### config.mk
export PLATFORM = sky130hd
export DESIGN_NAME = ct_spsram_256x23_ctrl
export DESIGN_NICKNAME = d
export VERILOG_FILES = /design/src/rtl/ct_spsram_256x23_ctrl.sv
export SDC_FILE = /design/constraint.sdc
export NUM_CORES = 1
export LEC_CHECK = 0
export ABC_AREA = 1
export BUFFER_PORTS_ARGS = -buffer_cell sky130_fd_sc_hd__buf_2
export CAP_MARGIN = 15
export CELL_PAD_IN_SITES_DETAIL_PLACEMENT = 0
export CELL_PAD_IN_SITES_GLOBAL_PLACEMENT = 2
export CORE_UTILIZATION = 18
export DETAILED_ROUTE_END_ITERATION = 8
export GPL_TIMING_DRIVEN = 0
export PLACE_DENSITY = 0.85
export SYNTH_ARGS = -nofsm -noshare
export SYNTH_HDL_FRONTEND = slang
export SYNTH_SLANG_ARGS = --single-unit
export TNS_END_PERCENT = 30
### constraint.sdc
create_clock -name forever_cpuclk -period 2.5 [get_ports forever_cpuclk]
set_clock_uncertainty 0.1 [all_clocks]
set_input_delay 0.125 -clock forever_cpuclk [delete_from_list [all_inputs] [get_ports forever_cpuclk]]
set_output_delay 0.125 -clock forever_cpuclk [all_outputs]
set_load 0.01 [all_outputs]
### src/rtl/ct_spsram_256x23_ctrl.sv
// Single-port SRAM controller: full-array init sweep plus round-robin read/write
// arbitration onto one port with a one-cycle read return.
module ct_spsram_256x23_ctrl #(
    parameter int                    ADDR_WIDTH = 8,
    parameter int                    DATA_WIDTH = 23,
    parameter logic [DATA_WIDTH-1:0] INIT_VAL   = '0
) (
    input  logic                  forever_cpuclk,
    input  logic                  cpurst_b,
    input  logic                  inv_all_req,
    output logic                  busy,
    input  logic                  rd_req,
    input  logic [ADDR_WIDTH-1:0] rd_addr,
    output logic                  rd_gnt,
    output logic                  rd_data_vld,
    output logic [DATA_WIDTH-1:0] rd_data,
    input  logic                  wr_req,
    input  logic [ADDR_WIDTH-1:0] wr_addr,
    input  logic [DATA_WIDTH-1:0] wr_data,
    output logic                  wr_gnt,
    output logic [ADDR_WIDTH-1:0] sram_a,
    output logic                  sram_cen,
    output logic                  sram_gwen,
    output logic [DATA_WIDTH-1:0] sram_wen,
    output logic [DATA_WIDTH-1:0] sram_d,
    input  logic [DATA_WIDTH-1:0] sram_q
);

    typedef enum logic {INIT, IDLE} state_t;

    localparam logic [ADDR_WIDTH-1:0] LAST_ADDR = '1;

    state_t                  state, next_state;
    logic [ADDR_WIDTH-1:0]   init_cnt, init_cnt_nxt;
    logic                    prio, prio_nxt;
    logic                    busy_int, rd_gnt_int, wr_gnt_int;
    logic                    cen_int, gwen_int;
    logic [DATA_WIDTH-1:0]   wen_int, d_int;
    logic [ADDR_WIDTH-1:0]   a_int;

    always_ff @(posedge forever_cpuclk or negedge cpurst_b) begin
        if (!cpurst_b) begin
            state       <= INIT;
            init_cnt    <= '0;
            prio        <= 1'b0;
            rd_data_vld <= 1'b0;
        end else begin
            state       <= next_state;
            init_cnt    <= init_cnt_nxt;
            prio        <= prio_nxt;
            rd_data_vld <= rd_gnt;
        end
    end

    // prio=0 favours the read side when both requesters collide
    always_comb begin
        next_state   = state;
        init_cnt_nxt = init_cnt;
        prio_nxt     = prio;
        busy_int     = 1'b0;
        rd_gnt_int   = 1'b0;
        wr_gnt_int   = 1'b0;
        cen_int      = 1'b1;
        gwen_int     = 1'b1;
        wen_int      = '1;
        a_int        = '0;
        d_int        = '0;
        case (state)
            INIT: begin
                busy_int     = 1'b1;
                cen_int      = 1'b0;
                gwen_int     = 1'b0;
                wen_int      = '0;
                a_int        = init_cnt;
                d_int        = INIT_VAL;
                init_cnt_nxt = init_cnt + 1'b1;
                if (init_cnt == LAST_ADDR) next_state = IDLE;
            end
            IDLE: begin
                if (inv_all_req) begin
                    next_state   = INIT;
                    init_cnt_nxt = '0;
                end else if (rd_req && wr_req) begin
                    prio_nxt   = ~prio;
                    rd_gnt_int = ~prio;
                    wr_gnt_int = prio;
                end else begin
                    rd_gnt_int = rd_req;
                    wr_gnt_int = wr_req;
                end
                if (rd_gnt_int) begin
                    cen_int = 1'b0;
                    a_int   = rd_addr;
                end else if (wr_gnt_int) begin
                    cen_int  = 1'b0;
                    gwen_int = 1'b0;
                    wen_int  = '0;
                    a_int    = wr_addr;
                    d_int    = wr_data;
                end
            end
            default: next_state = INIT;
        endcase
    end

    // State flops sit in INIT during reset, so the port is forced idle to avoid writes
    assign busy      = busy_int | ~cpurst_b;
    assign rd_gnt    = rd_gnt_int & cpurst_b;
    assign wr_gnt    = wr_gnt_int & cpurst_b;
    assign sram_cen  = cen_int | ~cpurst_b;
    assign sram_gwen = gwen_int | ~cpurst_b;
    assign sram_wen  = wen_int | {DATA_WIDTH{~cpurst_b}};
    assign sram_a    = cpurst_b ? a_int : '0;
    assign sram_d    = cpurst_b ? d_int : '0;
    assign rd_data   = sram_q;

endmodule

[After elaboration in Yosys (flattened, before gate mapping)]
Cells that the tools add are included.
Word-level totals
  bits in registers: 11
  word-level logic and storage cells: 49
  bits of input ports: 67
  output and inout bits: 83
Cells by class
  equal/unequal tests: 2
  add/subtract/negate cells: 1
  bitwise operators: 10
  reductions and logical operators: 2
  multiplexer cells: 30
Operators with widths (number)
  23-bit two-way mux: 5
  23-bit case mux with 2 select lines: 2
  8-bit two-way mux: 4
  8-bit case mux with 2 select lines: 2
  23-bit OR: 1
  1-bit two-way mux: 14
  8-bit by 1-bit adder with 8-bit output (second input constant): 1
  8-bit equality test (second input constant): 1
  1-bit case mux with 2 select lines: 3
  1-bit NOT: 4
  1-bit OR: 3
  3-bit AND reduction: 1
  1-bit AND: 2
  2-bit inequality test (second input constant): 1
  1-bit logical AND: 1

[Depth between registers and ports, before layout]
  depth after elaboration: 8
  gate-level depth with buffers: 7

[Worst setup path after synthesis]
Ideal clock, no wire load.
  kind: flip-flop to output port
  start point: reg state
  end point: out sram_wen[0]
  arrival time: 1.490 ns
  path slack: 0.785 ns
  required time: 2.275 ns
  stages on the path, launching flop included: 6
  cell sequence: dfrtp_1 buf_2 buf_1 nand2_1 nand2_1 buf_4
On the way
  cells in the longest elaborated chain, start to end: 3
RTL lines
  start, declared: RTL line 33  | state_t state, next_state;
  start signal, assigned: RTL line 48  | state <= next_state;
  1-bit NOT
  23-bit case mux with 2 select lines *: RTL line 68  | case (state)
  23-bit OR *: RTL line 112  | assign sram_wen = wen_int | {DATA_WIDTH{~cpurst_b}};
  end, declared: RTL line 24  | output logic [DATA_WIDTH-1:0] sram_wen,
Mark *: on every way between the ends. The rest lies on a longest branch, timed or not.

[Final worst setup path]
  start point: reg state
  end point: out sram_wen[9]
The elaborated chain is that of the path after synthesis.

==> flow_metrics.tcl <==
set metrics [dict create \
    chipHeight_um 96.4 \
    ios 150 \
    synth_warnings 0 \
    grt_util_all_layers 0.0844 \
    seq_area_frac_synth 0.171 \
    start_util 0.185 \
    relSlewSlack 0.704 \
    power.density_nw_per_um2 447 \
    synth_seq_cells 11 \
    wirelength_mm 4.32 \
    drv_cap 0 \
    finalSetupViolCount 0 \
    tightest_slew_ns 0.445 \
    crit_buf_inv 4 \
    wire_per_inst_um 9.17 \
    cp_slowest_cell "buf_1" \
    hold_start "wr_req" \
    clock_latency_ns 0.24 \
    antenna_cells 0 \
    crit_top_cell "buf_2" \
    required_ns 2.28 \
    crit_arrival_ns 1.85 \
    min_period_ns 2.07 \
    endpoint_kind "output pin" \
    grt_max_degree 25 \
    grt_antenna_before_repair 0 \
    start_kind "flip-flop" \
    drv_slew 0 \
    cts_tree "done" \
    status "complete, no violations" \
    synth_area_um2 1610 \
    gp_congestion 0.765 \
    p_leak_nw 1.51 \
    worstHoldPathCells 3 \
    fin_setup_tns_ns 0 \
    drt_first_pass_iters 5 \
    drt_iter0_drc 43 \
    r2r_start "init_cnt[1]" \
    grt_pass1_vias 1409 \
    fin_cells 471 \
    ant_nets 0 \
    final_common_cell "buf_2" \
    io_buffers 125 \
    fmax_ghz 0.482 \
    ir_drop_uv 231 \
    reg2reg_depth 5 \
    via_count 1778 \
    cts-buffers-inserted 3 \
    drive_above_1_share 0.573 \
    drc 0 \
    path_clk_slew_ns 0.05 \
    hold_class "in -> reg" \
    cp-startpoint "state" \
    place_inst 466 \
    die_area_um2 9300 \
    synth.net_count 301 \
    crit_cells 6 \
    syn_avg_cell_area_um2 6.89 \
    layout_common_cells "127 x buf_2, 47 x buf_4, 46 x inv_1" \
    final_net_count 432 \
    dp_hpwl_mm 3.66 \
    syn_inst 233 \
    grt_overflow 0 \
    postCtsSetupRepairBufs 0 \
    core-area_um2 8680 \
    cpPeakStageDelay_ns 0.38 \
    vias_per_cell 3.77 \
    core.rowCount 34 \
    synth_cell_types 21 \
    cts-root-buf "clkbuf_8" \
    hold_viol 0 \
    cts_max_level 1 \
    fin_crit_sh 0.829 \
    die_w_um 96.4 \
    area_delta_synth_final_pct 51.0 \
    crit_family "buffers and inverters" \
    cp_max_fo 24 \
    clk_path_buf_depth 2 \
    grt_first_pass_wirelength_mm 6.12 \
    cp_cell_sequence "buf_2, buf_1, nand2_1, nand2_2, buf_4, buf_2" \
    clock-sinks 11 \
    rsz0062_at_grt "no" \
    path_class "reg -> out" \
]
==> power breakdown <==
group	switching, mW	internal [mW]
clock network	0.0698	0.112
logic	0.330	0.260
registers	0.0621	0.249
total	0.462	0.621
==> layer usage <==
metal	routed length, um	part of all wire	vias to the layer above	GRT usage
li1	-	-	922	-
met1	1710	0.40	754	0.0946
met2	2140	0.49	97	0.160
met3	443	0.10	5	0.0203
met4	30	0.0069	0	0.0184
met5	0	0	-	0
==> worst reg2reg max path: cells and delay by family (launching register included) <==
| family | cells | cell delay (ns) |
|---|---|---|
| AO/OA/AOI/OAI | 2 | 0.41 |
| adder cells (fa/ha/maj) | 1 | 0.18 |
| flip-flops | 1 | 0.37 |
| AND/OR/NAND/NOR | 2 | 0.24 |
==> flip-flops by register name, summed over array words and instances (netlist names) <==
signal / cells
rd_data_vld: 1
prio: 1
state: 1
init_cnt: 8
==> metrics by stage <==
stage / util / power (mW) / instance area, um2 / hold WS, ns / setup WS (ns)
2_1_floorplan: - / 0.710 / 1610 / -0.271 / 0.785
3_3_place_gp: 0.273 / 0.901 / 2370 / -0.0408 / 0.455
3_5_place_dp: 0.273 / 0.910 / 2370 / -0.0359 / 0.432
4_1_cts: 0.279 / 1.10 / 2420 / 0.100 / 0.166
5_1_grt: 0.279 / 1.21 / 2420 / 0.113 / 0.209
6_report: 0.279 / 1.08 / 2420 / 0.105 / 0.426
==> final cells by class <==
type | count | area, um2
buffer | 52 | 407
clock buffer | 4 | 45.0
fill | 959 | 6250
inverter | 49 | 186
multi-input combinational | 121 | 739
sequential | 11 | 275
tap | 108 | 135
timing repair buffer | 126 | 636
==> path summary, 6_finish.rpt <==
| check | to | slack, ns |
|---|---|---|
| worst min register to register | init_cnt[6] | 0.42 |
| worst min-delay path | prio | 0.10 |
| min in group asynchronous | init_cnt[5] | 0.23 |
| max in group asynchronous | init_cnt[1] | 1.79 |
| worst max-delay path | sram_wen[9] | 0.43 |
| worst max register to register | state | 1.13 |
==> repair_timing <==
item | CTS | global route
endpoints found under the setup margin | 0 | 23
gates resized for setup | 0 | 1
endpoints found under the hold margin | 11 | 0
hold buffers | 1 | 0
==> synth_stat cells <==
library cell / n / area share
buf_4: 47 / 0.22
inv_1: 46 / 0.11
nand2_1: 36 / 0.084
nand3_1: 24 / 0.075
nor2_4: 20 / 0.14
dfrtp_1: 11 / 0.17
nor2_1: 11 / 0.026
a21oi_1: 8 / 0.025
nand4_1: 7 / 0.027
o21ai_0: 7 / 0.022
buf_12: 2 / 0.025
buf_2: 2 / 0.0062
inv_2: 2 / 0.0047
nand2_4: 2 / 0.014
nor2_8: 2 / 0.025
buf_1: 1 / 0.0023
ha_1: 1 / 0.0078
inv_4: 1 / 0.0039
nand2_2: 1 / 0.0039
o22ai_1: 1 / 0.0039
xor2_1: 1 / 0.0055
==> cells by family (layout without fill, tap and decap cells) <==
logic type | after synthesis | count (layout) | synth area share
and+or+nand+nor | 103 | 103 | 0.395
xor gates and xnor gates | 1 | 1 | 0.00546
buffers and inverters | 101 | 231 | 0.369
AOI/OAI and AO/OA | 16 | 16 | 0.0507
adders and majority gates | 1 | 1 | 0.00779
DFF | 11 | 11 | 0.171
Note: power is estimated with default switching activity, not from simulation.
